$ cat src/rtl/drive_seq_pkg.sv
// drive_seq_pkg: shared types and width helpers for the staggered drive-bank
// sequencer (drive_bank_sequencer and its thermometer decoder).
// Optional feature macro used by the top: DRV_SEQ_FORCE_EN.

package drive_seq_pkg;

   // Sequencer phases: settled off, stepping up, settled on, stepping down.
   typedef enum logic [1:0] {
      OFF     = 2'd0,
      RAMP_UP = 2'd1,
      ON      = 2'd2,
      RAMP_DN = 2'd3
   } seq_state_t;

   // Width of the level counter, which must hold every value 0..nbank.
   function automatic int lvl_width(input int nbank);
      return $clog2(nbank + 1);
   endfunction

   // Width of the gap counter, which holds 0..gap-1; never narrower than 1 bit
   // so that GAP=1 still gets a legal (always-zero) counter.
   function automatic int gc_width(input int gap);
      return (gap < 2) ? 1 : $clog2(gap);
   endfunction

endpackage

$ cat src/rtl/drive_seq_therm.sv
// drive_seq_therm: combinational level-to-thermometer decoder.
// Bit i of the output is set exactly when i < lvl, so the enable pattern is
// always a contiguous run of ones starting at bank 0.

module drive_seq_therm
   import drive_seq_pkg::*;
#(
   parameter  int NBANK = 8,
   localparam int LW    = lvl_width(NBANK)
)
(
   input  logic [LW-1:0]    lvl,
   output logic [NBANK-1:0] therm
);

   // Decode the level into a hole-free thermometer code.
   always_comb begin
      therm = '0;
      for (int i = 0; i < NBANK; i++) begin
         therm[i] = (32'(i) < 32'(lvl));
      end
   end

endmodule

$ cat src/rtl/drive_bank_sequencer.sv
// drive_bank_sequencer: staggered enable sequencer for a row of high-drive
// buffer banks. Banks are switched one at a time with GAP cycles between
// steps so supply di/dt and inrush stay bounded. A reversal of EN mid-ramp
// restarts the gap timer and walks back from the current level.
// Optional feature: define DRV_SEQ_FORCE_EN to add the FORCE_ON bypass input,
// which jumps straight to all-banks-on from any state.

module drive_bank_sequencer
   import drive_seq_pkg::*;
#(
   parameter int NBANK = 8,
   parameter int GAP   = 4
)
(
   input  logic             CLK,
   input  logic             RN,
   input  logic             EN,
`ifdef DRV_SEQ_FORCE_EN
   input  logic             FORCE_ON,
`endif
   output logic [NBANK-1:0] BANK_EN,
   output logic             READY,
   output logic             IDLE,
   output logic             BUSY
);

   localparam int LW = lvl_width(NBANK);
   localparam int GW = gc_width(GAP);

   localparam logic [LW-1:0] LVL_ZERO = '0;
   localparam logic [LW-1:0] LVL_ONE  = LW'(1);
   localparam logic [LW-1:0] LVL_TOP  = LW'(NBANK - 1);
   localparam logic [LW-1:0] LVL_FULL = LW'(NBANK);
   localparam logic [GW-1:0] GC_ZERO  = '0;
   localparam logic [GW-1:0] GC_ONE   = GW'(1);
   localparam logic [GW-1:0] GC_LAST  = GW'(GAP - 1);

   seq_state_t       state_q, state_d;
   logic [LW-1:0]    lvl_q, lvl_d;
   logic [GW-1:0]    gc_q, gc_d;
   logic [NBANK-1:0] bank_en_q, bank_en_d;
   logic             ready_q, ready_d;
   logic             idle_q, idle_d;
   logic             busy_q, busy_d;
   logic             force_req;

`ifdef DRV_SEQ_FORCE_EN
   assign force_req = FORCE_ON;
`else
   assign force_req = 1'b0;
`endif

   // Next-state logic: the bypass wins, otherwise settle/step/reverse by phase.
   always_comb begin
      state_d = state_q;
      lvl_d   = lvl_q;
      gc_d    = gc_q;
      if (force_req) begin
         state_d = ON;
         lvl_d   = LVL_FULL;
         gc_d    = GC_ZERO;
      end else begin
         case (state_q)
            OFF: begin
               if (EN) begin
                  state_d = RAMP_UP;
                  lvl_d   = LVL_ONE;
                  gc_d    = GC_ZERO;
               end
            end
            RAMP_UP: begin
               if (!EN) begin
                  state_d = RAMP_DN;
                  gc_d    = GC_ZERO;
               end else if (gc_q == GC_LAST) begin
                  gc_d  = GC_ZERO;
                  lvl_d = lvl_q + LVL_ONE;
                  if (lvl_q == LVL_TOP) begin
                     state_d = ON;
                  end
               end else begin
                  gc_d = gc_q + GC_ONE;
               end
            end
            ON: begin
               if (!EN) begin
                  state_d = RAMP_DN;
                  lvl_d   = LVL_TOP;
                  gc_d    = GC_ZERO;
               end
            end
            RAMP_DN: begin
               if (EN) begin
                  state_d = RAMP_UP;
                  gc_d    = GC_ZERO;
               end else if (gc_q == GC_LAST) begin
                  gc_d  = GC_ZERO;
                  lvl_d = lvl_q - LVL_ONE;
                  if (lvl_q == LVL_ONE) begin
                     state_d = OFF;
                  end
               end else begin
                  gc_d = gc_q + GC_ONE;
               end
            end
            default: begin
               state_d = OFF;
               lvl_d   = LVL_ZERO;
               gc_d    = GC_ZERO;
            end
         endcase
      end
   end

   // Status flags are decoded from the next state so they line up with the
   // registered bank enables.
   always_comb begin
      ready_d = (state_d == ON);
      idle_d  = (state_d == OFF);
      busy_d  = (state_d == RAMP_UP) || (state_d == RAMP_DN);
   end

   drive_seq_therm #(
      .NBANK (NBANK)
   ) u_therm (
      .lvl   (lvl_d),
      .therm (bank_en_d)
   );

   // State, counters and registered outputs; reset forces everything off.
   always_ff @(posedge CLK or negedge RN) begin
      if (!RN) begin
         state_q   <= OFF;
         lvl_q     <= LVL_ZERO;
         gc_q      <= GC_ZERO;
         bank_en_q <= '0;
         ready_q   <= 1'b0;
         idle_q    <= 1'b1;
         busy_q    <= 1'b0;
      end else begin
         state_q   <= state_d;
         lvl_q     <= lvl_d;
         gc_q      <= gc_d;
         bank_en_q <= bank_en_d;
         ready_q   <= ready_d;
         idle_q    <= idle_d;
         busy_q    <= busy_d;
      end
   end

   assign BANK_EN = bank_en_q;
   assign READY   = ready_q;
   assign IDLE    = idle_q;
   assign BUSY    = busy_q;

endmodule
$ cat config.mk
export PLATFORM = sky130hd
export DESIGN_NAME = drive_bank_sequencer
export DESIGN_NICKNAME = d
export VERILOG_FILES = /design/src/rtl/drive_seq_pkg.sv /design/src/rtl/drive_seq_therm.sv /design/src/rtl/drive_bank_sequencer.sv
export SDC_FILE = /design/constraint.sdc
export NUM_CORES = 1
export LEC_CHECK = 0
export ABC_AREA = 1
export ABC_CLOCK_PERIOD_IN_PS = 1600
export BUFFER_PORTS_ARGS = -buffer_cell sky130_fd_sc_hd__buf_2
export CORE_MARGIN = 8
export CORE_UTILIZATION = 30
export CTS_CLUSTER_DIAMETER = 30
export DETAILED_ROUTE_END_ITERATION = 8
export SYNTH_ARGS = -nofsm -noshare
export SYNTH_HDL_FRONTEND = slang
export SYNTH_SLANG_ARGS = --single-unit
$ cat constraint.sdc
create_clock -name CLK -period 1.6 [get_ports CLK]
set_clock_uncertainty 0.1 [all_clocks]
set_input_delay 0.32 -clock CLK [delete_from_list [all_inputs] [get_ports CLK]]
set_output_delay 0.32 -clock CLK [all_outputs]
set_load 0.03 [all_outputs]
; ---- Word level (Yosys, flattened, before mapping)
; Index checks and enable logic that the tools add are counted.
[op_classes]
add_sub_neg = 3
order_cmp = 8
eq_ne = 11
muxes = 22
n_reduce_logical = 4
[ops]
columns = operator, n
row1 = $mux 2, 13
row2 = $mux 4, 6
row3 = $lt 3x4->1 const A, 4
row4 = $pmux 2 s4, 2
row5 = $pmux 4 s4, 1
row6 = $eq 2x2->1 const B, 5
row7 = $lt 1x4->1 const A, 2
row8 = $lt 2x4->1 const A, 2
row9 = $add 4x1->4 const B, 1
row10 = $eq 2x1->1 const B, 2
row11 = $eq 4x1->1 const B, 1
row12 = $eq 4x3->1 const B, 1
row13 = $logic_not 2->1, 2
row14 = $ne 2x2->1 const B, 2
row15 = $sub 4x1->4 const B, 1
row16 = $add 2x1->2 const B, 1
row17 = $reduce_and 2->1, 1
row18 = $logic_or 1x1->1, 1
[word_totals]
reg_bits = 19
in_bits = 3
output_inout_bits = 11
word_cells = 55

; ---- Depth between registers and ports, before layout
; Gate-level depths: netlist (run 1).
[depth]
word_depth = 7
mapped_depth = 11
mapped_depth_nobuf = 10

; ---- Hierarchy
; From an unflattened synthesis (run 1), not the netlist that was laid out.
[unflattened]
hier_cells = 133
hier_area_um2 = 1066.0
[modules_own_cells]
columns = module, n_inst, cells_each, area_per_inst_um2, seq_area_each_um2
row1 = drive_bank_sequencer, 1, 119, 1004.7, 476.7
row2 = drive_seq_therm, 1, 14, 61.3, 0.0

; ---- Least setup slack after synthesis (run 1)
; Ideal clock, no wire load.
[synth_path]
path_kind = register to register
startpoint = register lvl_q[0]
endpoint = register bank_en_q[4], in the netlist BANK_EN[4]
setup_ns = 0.122
arrival_ns = 1.378
t_required_ns = 1.378
path_slack_ns = 0.000
path_stages_with_launch = 10
path_buffers = 0
synth_period_minus_slack_ns = 1.600
cell_sequence = dfrtp_1 -> inv_1 -> ha_1 -> nand3b_1 -> nand3_1 -> nand4_2 -> inv_1 -> nand2_1 -> nand2_1 -> nand2_1
[synth_between]
elab_chain_len = 5
elab_cells_between_ends = 10
cone_classes = add/sub (2) / order compare (1) / mux (7)
[synth_rtl]
columns = element, line_no
row1 = from (decl), drive_bank_sequencer.sv:39  ; logic [LW-1:0] lvl_q, lvl_d;
row2 = from (signal assigned), drive_bank_sequencer.sv:142  ; lvl_q <= lvl_d;
row3 = $sub 4x1->4 / $add 4x1->4 (equally long branches), "drive_bank_sequencer.sv:98, drive_bank_sequencer.sv:77"
row4 = "$mux 4, on equally long branches", "drive_bank_sequencer.sv:96, drive_bank_sequencer.sv:75"
row5 = "$mux 4, on equally long branches", "drive_bank_sequencer.sv:93, drive_bank_sequencer.sv:72"
row6 = $pmux 4 s4 *, drive_bank_sequencer.sv:63  ; case (state_q)
row7 = named net lvl_d[1], drive_bank_sequencer.sv:39
row8 = $lt 3x4->1 *, drive_seq_therm.sv:20  ; therm[i] = (32'(i) < 32'(lvl));
row9 = named net bank_en_d[4], drive_bank_sequencer.sv:41  ; logic [NBANK-1:0] bank_en_q, bank_en_d;
row10 = to (signal assigned), drive_bank_sequencer.sv:144  ; bank_en_q <= bank_en_d;
row11 = to (decl), drive_bank_sequencer.sv:41
; Mark *: on every way through the listed nets, which the timed path passes. The rest lies on a longest branch.
; A chain may end at the register's enable or synchronous reset.

; ---- Worst setup path in the final report (run 1)
[layout_path]
startpoint = register lvl_q[0]
endpoint = register bank_en_q[6], in the netlist BANK_EN[6]
; Same word-level chain as after synthesis.

==> results of run 1 <==
==> registers in the layout, summed over array words and instances (netlist names) <==
signal,cells
gc_q,2
BANK_EN,8
IDLE,1
READY,1
lvl_q,3
state_q,2
==> worst max path at each step <==
stage                   startpoint              endpoint  slack (ns)  cells after the start
2_1_floorplan   lvl_q[0]$_DFF_PN0_  BANK_EN[4]$_DFF_PN0_     0.00006                      9
3_3_place_gp   gc_q[0]$_DFFE_PN0P_  BANK_EN[1]$_DFF_PN0_       -0.05                     10
3_5_place_dp   gc_q[0]$_DFFE_PN0P_  BANK_EN[2]$_DFF_PN0_       -0.06                     10
4_1_cts        gc_q[1]$_DFFE_PN0P_  BANK_EN[2]$_DFF_PN0_       -0.02                     10
5_1_grt         lvl_q[0]$_DFF_PN0_  BANK_EN[6]$_DFF_PN0_       -0.08                      9
6_report        lvl_q[0]$_DFF_PN0_  BANK_EN[6]$_DFF_PN0_        0.01                      9
==> layer usage <==
metal  GRT usage  wire, um  vias to the layer above
met5           0         0                        -
met4      0.0488         0                        0
met3      0.0136        73                        0
met2       0.147      1060                       29
met1       0.105      1090                      406
li1            -         -                      459
==> placed cells by master (no fill, tap or decap), drive strengths merged <==
master / synthesis / final
buf: 4 / 21
clkbuf: 0 / 3
clkinv: 1 / 2
dfrtp: 16 / 16
dfstp: 1 / 1
dlygate4sd3: 0 / 1
ha: 4 / 4
inv: 20 / 20
nand2: 38 / 38
nand3: 22 / 22
nand3b: 1 / 1
nand4: 4 / 4
nor2: 13 / 13
o21ai: 5 / 5
o22ai: 2 / 2
==> power breakdown <==
group	switching [W]	total, W	internal, W
clock	0.000132	0.000225	0.0000929
sequential	0.000106	0.000705	0.000599
combinational	0.000876	0.00136	0.000485
==> through the flow <==
stage | area (um^2) | total power (W) | hold WS [ns]
global placement | 1150 | 0.00194 | 0.148
finish | 1250 | 0.00229 | 0.356
floorplan | 993 | 0.00156 | -0.0756
CTS | 1240 | 0.00229 | 0.361
detailed placement | 1150 | 0.00194 | 0.155
global route | 1250 | 0.00250 | 0.394
==> cell type report <==
cell class / instances / area [um^2] / share of cell area
sequential: 17 / 427 / 0.341
timing repair buffer: 22 / 139 / 0.111
clock buffer: 3 / 22.5 / 0.0180
multi-input combinational: 89 / 518 / 0.414
tap: 46 / 57.6 / 0.0460
inverter: 21 / 81.3 / 0.0651
clock inverter: 1 / 5.00 / 0.00400
==> cell families (layout without fill, tap and decap cells) <==
logic type,Yosys count,in the layout
adders and majority gates,4,4
AOI/OAI and AO/OA,7,7
and+or+nand+nor,78,78
buffers and inverters,25,47
DFF,17,17
==> what timing repair did <==
item	4_1_cts	5_1_grt
endpoints found under the hold margin	16	0
pin swaps	10	11
endpoints found under the setup margin	8	10
hold buffers	1	0
resized for setup	13	4
==> flow_summary_export.csv, run 1 <==
group,metric,value,unit
clock_tree,clkSlewWorstSetupHoldPaths,0.10,ns
layout,fillers,358,
sta,maxSlewViolCount,0,
synth,synth_edf_count,0,
floorplanning,start_util,0.305,
sta,tns,0,ns
synth,synth_cell_types,22,
global_route,grt_remaining_overflow,0,
worst_setup_path,cpLargestDelayFamily,"simple AND/OR/NAND/NOR gates",
worst_setup_path,arrival,1.72,ns
sta,worstMarginPinSlew,0.386,ns
synth,synth_area_leaders,"dfrtp_1, nand2_1, nand3_1",
flow_run,cap_violations,0,
placed_design,dp_hpwl,1640,um
layout,drive_above_1_share,0.307,
worst_setup_path,r2r_start,"lvl_q[0]$_DFF_PN0_",
drt,routed_via_density,4.49,
layout,antennaDiodeCount,0,
worst_setup_path,crit_required,1.74,ns
synth,synthArstFlopShare,1.00,
run_status,outcome,"completed",
drt,drc,0,
power,leakage,0.659,nW
sta,max_freq,630,MHz
synth,synth_top_family_by_area,"simple AND/OR/NAND/NOR gates",
hold_path,min_path_type,"input port to async pin",
global_route,grt_max_degree,18,
sta,setup_slack,0.0123,ns
clock_tree,clock_sinks,17,
worst_setup_path,timing.rr.end,"BANK_EN[6]$_DFF_PN0_",
worst_setup_path,r2r_setup_slack,0.01,ns
drt,wl,2230,um
clock_tree,cts_tree,"built",
synth,yosys_warnings,0,
sta,rsz0062_at_grt,"yes",
placed_design,post-place-ws,-0.0569,ns
synth,synth_top_area_cell,"dfrtp_1",
worst_setup_path,path_cells,"buf_4, ha_1, nand3_1, clkinv_1, nand2_1, nand3_2, nand4_4, nand3_1, nand2_1",
worst_setup_path,ff2ff_path_depth,9,
drt,first_pass_iters,4,
clock_tree,clk_latency,0.29,ns
synth,synth_fp_nets,138,
floorplanning,fp.coreArea,3260,um^2
placed_design,gp_congestion,0.845,
drt,drtIter0Drc,23,
floorplanning,fp.dieArea,5410,um^2
global_route,grtUsageTotal,0.0883,
drt,wire_per_inst,11.2,um
synth,netlist_instances,131,
worst_setup_path,end_kind,"flip-flop",
synth,synth_simple_gate_area_frac,0.369,
floorplanning,rows,21,
synth,yosys_register_bits,17,
placed_design,placed_cells,194,
worst_setup_path,worst-path-max-fanout,5,
clock_tree,cts_setup_buffers,0,
synth,synth_ff_type,"dfrtp_1",
synth,seq_area_frac_synth,0.429,
floorplanning,fp.dieH,73.5,um
drt,vias,894,
global_route,grt_pass1_wl,3820,um
layout,final_util,0.384,
synth,synth_mux_area_frac,0,
synth,synth_compound_area_frac,0.0441,
layout,final-instance-count-excl-fill,199,
synth,ys_top_cells_by_count,"nand2_1, nand3_1, inv_1, dfrtp_1, nor2_1",
clock_tree,htree_levels,1,
sta,period_share,0.992,
global_route,grt_pass1_vias,921,
synth,synth_xor_area_frac,0,
clock_tree,cts_max_path_buffers,2,
layout,nNetsFinal,161,
clock_tree,cts_buffers,3,
power,p_per_area,1830,nW/um^2
layout,area_delta_synth_final,25.8,%
placed_design,port_buffers,13,
synth,syn-cell-area,993,um^2
sta,relSlewSlack,0.741,
worst_setup_path,crit_type,"flip-flop to flip-flop",
worst_setup_path,cp_slowest_stage_delay,0.39,ns
sta,finalHoldViolCount,0,
synth,avgSynthCellArea,7.58,um^2
floorplanning,die_w,73.5,um
synth,synthAdderAreaFrac,0.0504,
clock_tree,cts-root-buf,"clkbuf_4",
worst_setup_path,cp_slowest_cell,"dfrtp_1",
drt,ant_nets,0,
global_route,antenna_found_initial,0,
sta,setup_violations,0,
synth,synth_top_area_frac,0.403,
synth,synth.most_common_cell,"nand2_1",
sta,finalWorstPathRequiredPeriod,1.59,ns
floorplanning,io_pins,14,
worst_setup_path,crit_path_start_kind,"flip-flop",
power,vdd_drop_max,0.975,mV
worst_setup_path,path_buf_inv,2,
(Power assumes the default switching activity.)
==> inputs of run 2 (changes only) <==
--- a/config.mk
+++ b/config.mk
@@ -12,6 +12,7 @@
 export CORE_UTILIZATION = 30
 export CTS_CLUSTER_DIAMETER = 30
 export DETAILED_ROUTE_END_ITERATION = 8
+export SKIP_CTS_REPAIR_TIMING = 1
 export SYNTH_ARGS = -nofsm -noshare
 export SYNTH_HDL_FRONTEND = slang
 export SYNTH_SLANG_ARGS = --single-unit
==> constraint.sdc (replaced) <==
create_clock -name CLK -period 1.6 [get_ports CLK]
set_clock_uncertainty 0.1 [all_clocks]
set_input_delay 0.32 -clock CLK [delete_from_list [all_inputs] [get_ports CLK]]
set_output_delay 0.32 -clock CLK [all_outputs]
set_load 0.01 [all_outputs]
==> run 2 against run 1 <==
Compared with the run above:
- the flow now finishes with violations (negative setup slack)
- power shrank 7.6%
- highest routed layer is now met4
- flip-flop and latch count did not move
- clock power about the same
- clock-buffer cell count did not move
- largest power group unchanged
==> flow_summary_export.csv, run 2 (synthesis gave the netlist of run 1 again) <==
group,metric,value,unit
layout,area_delta_synth_final,25.1,%
clock_tree,cts_buffers,3,
drt,drc,0,
layout,largest_reg_flops,8,
sta,max_freq,611,MHz
layout,antennaDiodeCount,0,
drt,ant_nets,0,
flow_run,cap_violations,0,
hold_path,min_path_type,"input port to async pin",
power,leakage,0.659,nW
global_route,grt_remaining_overflow,0,
floorplanning,rows,21,
worst_setup_path,crit_required,1.68,ns
power,power,0.00212,W
floorplanning,fp.dieArea,5410,um^2
layout,final-instance-count-excl-fill,199,
layout,layout_commonest_cell,"nand2_1",
clock_tree,cts_max_path_buffers,2,
worst_setup_path,crit_type,"flip-flop to flip-flop",
clock_tree,cts-root-buf,"clkbuf_4",
layout,final_area,1240,um^2
drt,routed_via_density,4.43,
layout,nNetsFinal,161,
placed_design,placed_cells,194,
layout,layout_common_cells,"nand2_1, nand3_1, dfrtp_1",
worst_setup_path,worst-path-max-fanout,5,
placed_design,place_area,1150,um^2
sta,fin_hold_ws,0.357,ns
floorplanning,fp.dieH,73.5,um
drt,first_pass_iters,4,
sta,setup_slack,-0.0368,ns
sta,finalHoldViolCount,0,
power,p_sw,0.000954,W
floorplanning,fp.coreArea,3260,um^2
sta,maxSlewViolCount,0,
clock_tree,clkSlewWorstSetupHoldPaths,0.10,ns
global_route,grt_pass1_vias,885,
power,vdd_drop_max,0.818,mV
drt,drtIter0Drc,25,
global_route,grt_max_degree,18,
global_route,grt_pass1_wl,3640,um
drt,wl,2190,um
floorplanning,io_pins,14,
clock_tree,htree_levels,1,
worst_setup_path,crit_path_start_kind,"flip-flop",
power,internal_power,0.00116,W
worst_setup_path,arrival,1.71,ns
power,p_clk_frac,0.106,
sta,setup_violations,5,
floorplanning,die_w,73.5,um
sta,period_share,1.02,
worst_setup_path,end_kind,"flip-flop",
run_status,outcome,"finished with violations",
power,p_per_area,1700,nW/um^2
clock_tree,clk_latency,0.29,ns
run_status,violations,"negative setup slack",
drt,wire_per_inst,11.0,um
power,comb_power_share,0.560,
clock_tree,cts_tree,"built",
sta,relSlewSlack,0.745,
global_route,grtUsageTotal,0.0844,
power,netSwitchingFraction,0.451,
global_route,antenna_found_initial,0,
sta,tns,-0.130,ns
power,sequentialPowerShare,0.333,
sta,finalWorstPathRequiredPeriod,1.64,ns
layout,drive_above_1_share,0.307,
sta,rsz0062_at_grt,"yes",
floorplanning,start_util,0.305,
drt,vias,882,
placed_design,gp_congestion,0.845,
placed_design,port_buffers,13,
clock_tree,clock_sinks,17,
sta,worstMarginPinSlew,0.378,ns
placed_design,dp_hpwl,1640,um
run 2: power groups by stage:
stage | logic, W | registers [W] | clock network, W
floorplan | 0.000677 | 0.000747 | 0
global placement | 0.00109 | 0.000713 | 0
detailed placement | 0.00108 | 0.000712 | 0
CTS | 0.00110 | 0.000707 | 0.000233
global route | 0.00134 | 0.000730 | 0.000257
finish | 0.00119 | 0.000706 | 0.000225
run 2: worst paths after layout:
check,from,to,slack (ns),cells after the start
setup / recovery,lvl_q[0]$_DFF_PN0_,BANK_EN[0]$_DFF_PN0_,-0.04,8
hold / removal,RN,BANK_EN[6]$_DFF_PN0_,0.36,2
setup reg to reg,lvl_q[0]$_DFF_PN0_,BANK_EN[0]$_DFF_PN0_,-0.04,8
hold reg to reg,gc_q[0]$_DFFE_PN0P_,gc_q[0]$_DFFE_PN0P_,0.46,3
max in group asynchronous,RN,IDLE$_DFF_PN1_,0.73,2
min in group CLK,EN,READY$_DFF_PN0_,0.43,4
run 2: final cells by class:
| type | count | area, um^2 |
|---|---|---|
| Fill cell | 356 | 2020 |
| Multi-Input combinational cell | 89 | 513 |
| Sequential cell | 17 | 427 |
| Timing Repair Buffer | 22 | 139 |
| Inverter | 21 | 78.8 |
| Tap cell | 46 | 57.6 |
| Clock buffer | 3 | 22.5 |
| Clock inverter | 1 | 5.00 |
run 2: layer usage:
metal	share of wire	wire [um]	up-vias	global-route usage
li1	-	-	456	-
met1	0.49	1060	397	0.101
met2	0.47	1020	27	0.140
met3	0.036	78	2	0.0150
met4	0.0096	21	0	0.0443
met5	0	0	-	0
run 2: per-stage QoR:
| step | utilization | worst slack (ns) |
|---|---|---|
| after floorplan | - | 0.0000561 |
| after global placement | 0.353 | -0.0507 |
| after detailed placement | 0.353 | -0.0569 |
| after CTS | 0.361 | -0.0767 |
| after global routing | 0.381 | -0.136 |
| final | 0.381 | -0.0368 |
run 2: worst max-delay path: stages (launching register included):
cell and delay [ns]:
dfrtp_1 0.39, buf_4 0.16, ha_1 0.21, nand3_1 0.11, nand2_1 0.06, nand3_1 0.13, nand4_4 0.15, inv_2 0.13
nand3_2 0.07
